--- src/rtl/fifo_uart_tx_pkg.sv ---
// Package: fifo_uart_pkg
// Shared definitions for the FIFO-fed UART transmitter: the FSM state encodings,
// the default bit period and the idle line level.
// Optional feature macro: PARITY_EN adds the PARITY state, which inserts an even-parity bit.
package fifo_uart_pkg;

    localparam int       DEF_CLKS_PER_BIT = 16;
    localparam logic     IDLE_LEVEL       = 1'b1;

    localparam logic [2:0] ST_IDLE   = 3'd0;
    localparam logic [2:0] ST_POP    = 3'd1;
    localparam logic [2:0] ST_LOAD   = 3'd2;
    localparam logic [2:0] ST_START  = 3'd3;
    localparam logic [2:0] ST_DATA   = 3'd4;
`ifdef PARITY_EN
    localparam logic [2:0] ST_PARITY = 3'd5;
`endif
    localparam logic [2:0] ST_STOP   = 3'd6;

    typedef enum logic [2:0] {
        IDLE   = ST_IDLE,
        POP    = ST_POP,
        LOAD   = ST_LOAD,
        START  = ST_START,
        DATA   = ST_DATA,
`ifdef PARITY_EN
        PARITY = ST_PARITY,
`endif
        STOP   = ST_STOP
    } state_t;

endpackage

--- src/rtl/fifo_uart_tx_if.sv ---
// Interface: fifo_uart_tx_if
// Read-side handshake between syn_fifo and its consumer.
//   fifo_empty : FIFO empty flag        (FIFO -> consumer)
//   fifo_dout  : FIFO read data, valid the cycle after fifo_ren (FIFO -> consumer)
//   fifo_ren   : one-cycle pop strobe    (consumer -> FIFO)
// master = consumer (fifo_uart_tx); slave = FIFO.
interface fifo_uart_tx_if #(
    parameter int DATA_W = 8
);
    logic              fifo_empty;
    logic [DATA_W-1:0] fifo_dout;
    logic              fifo_ren;

    modport master (output fifo_ren, input fifo_empty, input fifo_dout);
    modport slave  (input fifo_ren, output fifo_empty, output fifo_dout);
endinterface

--- src/rtl/fifo_uart_tx_baud_tick.sv ---
// Module: baud_tick
// Bit-period counter for the UART transmitter. It counts 0..CLKS_PER_BIT-1 and wraps.
//   clk      : clock
//   reset    : synchronous active-low reset
//   clear    : forces the counter to 0 on the next edge so that a bit period starts
//   bit_end  : high in the last cycle of each bit period
//   near_end : high one cycle before bit_end, used to register end-of-bit outputs early
module baud_tick #(
    parameter int CLKS_PER_BIT = 16
) (
    input  logic clk,
    input  logic reset,
    input  logic clear,
    output logic bit_end,
    output logic near_end
);
    localparam int             CW   = $clog2(CLKS_PER_BIT);
    localparam logic [CW-1:0]  LAST = CW'(CLKS_PER_BIT - 1);
    localparam logic [CW-1:0]  PRE  = CW'(CLKS_PER_BIT - 2);

    logic [CW-1:0] cnt;

    always_ff @(posedge clk) begin
        if (!reset || clear) begin
            cnt <= '0;
        end else if (cnt == LAST) begin
            cnt <= '0;
        end else begin
            cnt <= cnt + 1'b1;
        end
    end

    assign bit_end  = (cnt == LAST);
    assign near_end = (cnt == PRE);
endmodule

--- src/rtl/fifo_uart_tx.sv ---
// Module: fifo_uart_tx
// This module pops bytes from syn_fifo whenever the FIFO is non-empty. It sends each byte
// LSB-first on the tx line as a start bit, DATA_W data bits, an optional parity bit and a
// stop bit.
//   clk       : clock
//   reset     : synchronous active-low reset
//   fifo      : fifo_uart_tx_if.master (fifo_empty, fifo_dout in; fifo_ren out)
//   tx        : serial line, idles high
//   busy      : high from the pop through the end of the stop bit
//   byte_done : one-cycle pulse in the last cycle of the stop bit
// Optional feature macro: PARITY_EN inserts an even-parity bit between the data bits
// and the stop bit.
//
// state  | meaning
// IDLE   | line idle, wait for fifo_empty=0
// POP    | fifo_ren high for this one cycle
// LOAD   | capture fifo_dout, restart bit timer
// START  | tx=0 for one bit period
// DATA   | shift out DATA_W bits LSB-first
// PARITY | even parity of the byte (PARITY_EN only)
// STOP   | tx=1 for one bit period; then pop again or go idle
module fifo_uart_tx
    import fifo_uart_pkg::*;
#(
    parameter int CLKS_PER_BIT = DEF_CLKS_PER_BIT,
    parameter int DATA_W       = 8
) (
    input  logic                  clk,
    input  logic                  reset,
    fifo_uart_tx_if.master        fifo,
    output logic                  tx,
    output logic                  busy,
    output logic                  byte_done
);
    localparam int            BW       = $clog2(DATA_W + 1);
    localparam logic [BW-1:0] LAST_BIT = BW'(DATA_W - 1);

    state_t            state;
    logic [DATA_W-1:0] shift;
    logic [BW-1:0]     bit_cnt;
    logic              bit_end;
    logic              near_end;
    logic              baud_clr;
`ifdef PARITY_EN
    logic              par;
`endif

    // Restarting the timer in LOAD aligns every later state to whole bit periods.
    assign baud_clr = (state == LOAD);

    baud_tick #(.CLKS_PER_BIT(CLKS_PER_BIT)) u_baud (
        .clk      (clk),
        .reset    (reset),
        .clear    (baud_clr),
        .bit_end  (bit_end),
        .near_end (near_end)
    );

    always_ff @(posedge clk) begin
        if (!reset) begin
            state         <= IDLE;
            tx            <= IDLE_LEVEL;
            fifo.fifo_ren <= 1'b0;
            busy          <= 1'b0;
            byte_done     <= 1'b0;
            shift         <= '0;
            bit_cnt       <= '0;
`ifdef PARITY_EN
            par           <= 1'b0;
`endif
        end else begin
            fifo.fifo_ren <= 1'b0;
            // byte_done is registered, so it is raised one cycle early.
            byte_done     <= (state == STOP) && near_end;
            case (state)
                IDLE: begin
                    tx <= IDLE_LEVEL;
                    if (!fifo.fifo_empty) begin
                        state         <= POP;
                        fifo.fifo_ren <= 1'b1;
                        busy          <= 1'b1;
                    end
                end
                POP: begin
                    state <= LOAD;
                end
                LOAD: begin
                    shift   <= fifo.fifo_dout;
                    bit_cnt <= '0;
`ifdef PARITY_EN
                    par     <= ^fifo.fifo_dout;
`endif
                    tx      <= 1'b0;
                    state   <= START;
                end
                START: begin
                    if (bit_end) begin
                        tx    <= shift[0];
                        state <= DATA;
                    end
                end
                DATA: begin
                    if (bit_end) begin
                        if (bit_cnt == LAST_BIT) begin
                            bit_cnt <= '0;
`ifdef PARITY_EN
                            tx    <= par;
                            state <= PARITY;
`else
                            tx    <= IDLE_LEVEL;
                            state <= STOP;
`endif
                        end else begin
                            shift   <= shift >> 1;
                            tx      <= shift[1];
                            bit_cnt <= bit_cnt + 1'b1;
                        end
                    end
                end
`ifdef PARITY_EN
                PARITY: begin
                    if (bit_end) begin
                        tx    <= IDLE_LEVEL;
                        state <= STOP;
                    end
                end
`endif
                STOP: begin
                    if (bit_end) begin
                        // Back-to-back frames: the next pop follows straight on with no idle bit.
                        if (!fifo.fifo_empty) begin
                            state         <= POP;
                            fifo.fifo_ren <= 1'b1;
                        end else begin
                            state <= IDLE;
                            busy  <= 1'b0;
                        end
                    end
                end
                default: begin
                    state <= IDLE;
                    tx    <= IDLE_LEVEL;
                    busy  <= 1'b0;
                end
            endcase
        end
    end
endmodule

--- src/flat_wrapper.sv ---
// flat-port wrapper written by rule: the top's interface ports become plain ports
module fifo_uart_tx_flat import fifo_uart_pkg::*;
#(
    parameter int CLKS_PER_BIT = DEF_CLKS_PER_BIT,
    parameter int DATA_W       = 8
)
  (clk, reset, tx, busy, byte_done, fifo_fifo_ren, fifo_fifo_empty, fifo_fifo_dout);
  fifo_uart_tx_if #(.DATA_W(DATA_W)) fifo_i ();
  input  logic clk;
  input  logic reset;
  output logic tx;
  output logic busy;
  output logic byte_done;
  output wire logic [$bits(fifo_i.fifo_ren)-1:0] fifo_fifo_ren;
  input wire logic [$bits(fifo_i.fifo_empty)-1:0] fifo_fifo_empty;
  input wire logic [$bits(fifo_i.fifo_dout)-1:0] fifo_fifo_dout;
  assign fifo_fifo_ren = fifo_i.fifo_ren;
  assign fifo_i.fifo_empty = fifo_fifo_empty;
  assign fifo_i.fifo_dout = fifo_fifo_dout;
  fifo_uart_tx #(.CLKS_PER_BIT(CLKS_PER_BIT), .DATA_W(DATA_W)) u_core (.clk(clk), .reset(reset), .fifo(fifo_i), .tx(tx), .busy(busy), .byte_done(byte_done));
endmodule
--- config.mk ---
export PLATFORM = sky130hd
export DESIGN_NAME = fifo_uart_tx_flat
export DESIGN_NICKNAME = d
export VERILOG_FILES = /design/src/rtl/fifo_uart_tx_pkg.sv /design/src/rtl/fifo_uart_tx_if.sv /design/src/rtl/fifo_uart_tx_baud_tick.sv /design/src/rtl/fifo_uart_tx.sv /design/src/flat_wrapper.sv
export SDC_FILE = /design/constraint.sdc
export NUM_CORES = 1
export LEC_CHECK = 0
export CORE_MARGIN = 5
export CORE_UTILIZATION = 30
export CTS_CLUSTER_SIZE = 30
export DETAILED_ROUTE_END_ITERATION = 8
export HOLD_SLACK_MARGIN = 0.08
export REMOVE_ABC_BUFFERS = 1
export SYNTH_ARGS = -nofsm -noshare
export SYNTH_HDL_FRONTEND = slang
export SYNTH_SLANG_ARGS = --single-unit
--- constraint.sdc ---
create_clock -name clk -period 2.65 [get_ports clk]
set_input_delay 0.53 -clock clk [delete_from_list [all_inputs] [get_ports clk]]
set_output_delay 0.53 -clock clk [all_outputs]
set_load 0.02 [all_outputs]
==> impl_metrics.yaml <==
critical_path:
  r2r_start: "u_core.state[2]"
  required_ns: 2.78
  setup.worst_path.end: "u_core.shift[3]"
  worstPathBufferInverterCount: 0
  worst_r2r_path_cells: 3
  rrSetupSlack_ns: 0.62
  cp-startpoint: "u_core.state[2]"
  crit_slowest_cell: "sky130_fd_sc_hd__or3b_1"
  setup.worst_path.class: "reg -> reg"
  critical_path_arrival_ns: 2.16
  crit_path_max_incr_delay_ns: 0.69
  crit_family: "simple AND/OR/NAND/NOR gates"
  critical_path_depth: 3
  crit_fanout: 17
  cells_traversed_along_the_worst_timing_path: "or3b_1, o31ai_4, a211oi_1"
  crit-reg2reg-capture: "u_core.shift[3]"
  setup.worst_path.start_class: "flop"
  critical_path.endpoint_type: "flop"
place:
  dp_hpwl_um: 1959
  gp_routability_congestion: 0.7497
  placed_cells: 187
  numPortBuffers: 14
routing:
  remaining_drc_errors: 0
  wl_met3_um: 131
  drc_marker_count_from_the_first_detailed_route_iteration: 41
  drt-total-wl_um: 2962
  detail_route.wl_per_cell_um: 15.51
  route.vias.total: 1058
  drtAntennaViolNets: 0
  wl_met2_um: 1344
  wirelength_met1_um: 1467
  top_layer_used: "met4"
  vias_per_cell: 5.539
  drt_first_pass_iters: 4
global_route:
  global_route.overflow_total: 0
  grt_max_degree: 18
  grt_pass1_vias: 1006
  antenna_found_initial: 0
  grt_pass1_wl_um: 4774
  grt_use_total_pct: 10.85
logic_synthesis:
  synth_area_mm2: 0.001275
  synth_edf_count: 0
  asyncSetResetFlopFracSynth_pct: 0
  synthCells: 136
  synth_flop_cell: "sky130_fd_sc_hd__dfxtp_1"
  ys_seq_area_share_pct: 36.11
  ys.warnings.count: 0
  ys_seq_elements: 23
  syn-mean-instance-area_um2: 9.375
  netlist-cell-type-count: 48
finish:
  layout-drive-gt1-share_pct: 7.801
  regArea_um2: 460.4
  highest_count_cells_in_the_layout_ignoring_fill_and_taps: "sky130_fd_sc_hd__dfxtp_1, sky130_fd_sc_hd__clkdlybuf4s50_1, sky130_fd_sc_hd__nor2_1"
  multi_input_comb_area_um2: 726.9
  antenna_cells: 0
  instances_no_fill: 191
  layout.filler_cells: 407
  layout.nets: 156
  areaGrowthSynthToFinish_pct: 13.74
  mostFrequentLayoutCell: "sky130_fd_sc_hd__dfxtp_1"
pwr:
  cell_internal_pwr_w: 0.0005316
  netSwitchingPower_w: 0.0001839
  highest_ir_drop_seen_on_vdd_mv: 0.2836
  share_of_power_burned_in_the_clock_network_pct: 30.3
  sw_frac_of_total_pct: 25.70
  leakagePower_nw: 0.5440
  power_density_mw_per_mm2: 493.4
  sequentialPowerShare_pct: 54.8
  power_w: 0.0007155
  pwr-share-comb_pct: 14.8
clocking:
  max-clock-path-buffers: 2
  cts_hold_buffers: 0
  post_cts_buffers: 0
  num_clock_sinks: 23
  htree_depth: 1
  clkLatencyLatePin_ns: 0.26
  post_cts_resized: 0
  cts_tree: "built"
  clock_tree.root_cell: "sky130_fd_sc_hd__clkbuf_8"
  tritoncts.num_buffers: 3
  path_clk_slew_ns: 0.08
die:
  initial_utilization_pct: 31.42
  die_width_um: 75.19
  die_y_um: 75.19
  placementRows: 23
  io_pins: 15
  floorplan.die_area_mm2: 0.005654
  coreArea_mm2: 0.004058
timing:
  fin_setup_tns_ns: 0
  timing_max_transition_violations_final: 0
  tightest_pin_transition_ns: 0.6351
  finalSetupViolations: 0
  timing.final.crit_period_ns: 2.028
  grt_setup_unrepaired: "no"
  final.setup_skew_ns: 0.003179
  slew_headroom_pct: 57.66
  clock.fmax_ghz: 0.4932
  finalHoldViolations: 0
  final_min_period_over_clock_period_pct: 76.51
job:
  timing.max_cap.violations: 0
run_status:
  run_status: "complete, no violations"
hold_path:
  hold_path_class: "reg -> reg"
## sequential cells by signal, summed over array words and instances, names as in the netlist
name	flops
u_core.u_baud.cnt	4
u_core.byte_done	1
u_core.tx	1
u_core.shift	8
u_core.busy	1
u_core.fifo.fifo_ren	1
u_core.state	3
u_core.bit_cnt	4
## worst register-to-register path, delay by kind of cell (launching register included)
| kind | cells | cell delay, ns |
|---|---|---|
| simple gates | 1 | 0.69 |
| flops | 1 | 0.64 |
| compound gates | 2 | 0.57 |
## cells in the mapped netlist, drive strengths merged (3+ instances only)
cell type	n	area, um^2
a211oi	7	52.55
a21oi	4	20.02
a311oi	7	61.31
a31oi	3	18.77
buf	7	50.05
clkbuf	6	22.52
dfxtp	23	460.4
ha	3	37.54
inv	4	15.01
mux2i	7	70.07
nand2	3	11.26
nand2b	4	25.02
nand3	3	15.01
nand3b	4	30.03
nand4	4	25.02
nor2	8	30.03
o21ai	3	15.01
o31ai	3	36.28
## routing by layer
layer / up-vias / track usage (%)
met4: 0 / 1.748
li1: 534 / -
met5: - / 0
met1: 503 / 14.15
met2: 17 / 18.18
met3: 4 / 3.071
## worst min-delay path by stage
stage                               startpoint                    to  cells past startpoint
after floorplan           u_core.u_baud.cnt[0]  u_core.u_baud.cnt[0]                      1
after global placement    u_core.u_baud.cnt[0]  u_core.u_baud.cnt[0]                      1
after detailed placement  u_core.u_baud.cnt[0]  u_core.u_baud.cnt[0]                      1
after CTS                 u_core.u_baud.cnt[0]  u_core.u_baud.cnt[0]                      1
after global routing      u_core.u_baud.cnt[0]  u_core.u_baud.cnt[0]                      1
final                     u_core.u_baud.cnt[0]  u_core.u_baud.cnt[0]                      1
## power by group through the flow
stage,clock network (W),logic (W),registers (W)
6_report,0.000217,0.000106,0.000392
5_1_grt,0.000241,0.000116,0.000396
2_1_floorplan,0,0.0000632,0.000398
3_5_place_dp,0,0.000106,0.000400
3_3_place_gp,0,0.000103,0.000398
4_1_cts,0.000228,0.000106,0.000392
## kinds of logic after synthesis
kind of cell | share of synthesized area [%]
simple gates | 21.59
compound gates | 23.85
flops | 36.11
buf+inv | 6.869
mux | 7.262
fa+ha+maj | 2.944
xor+xnor | 1.374
## metrics by stage
step           util, %  hold slack, ns  instance area (um^2)  setup slack (ns)
2_1_floorplan        -          0.4297                  1202            0.8828
3_3_place_gp     34.63          0.4412                  1405            0.7107
3_5_place_dp     34.63          0.4635                  1405            0.6353
4_1_cts          35.74          0.4829                  1450            0.6359
5_1_grt          35.74          0.4990                  1450            0.4827
6_report         35.74          0.4724                  1450            0.6224
## layout make-up
class                           count  area share, %
Clock buffer                        4          3.106
Multi-Input combinational cell     96          50.13
Tap cell                           50          4.314
Sequential cell                    23          31.75
Inverter                            4          1.035
Timing Repair Buffer               14          9.663
No activity file was read; power rests on OpenSTA's default activity.
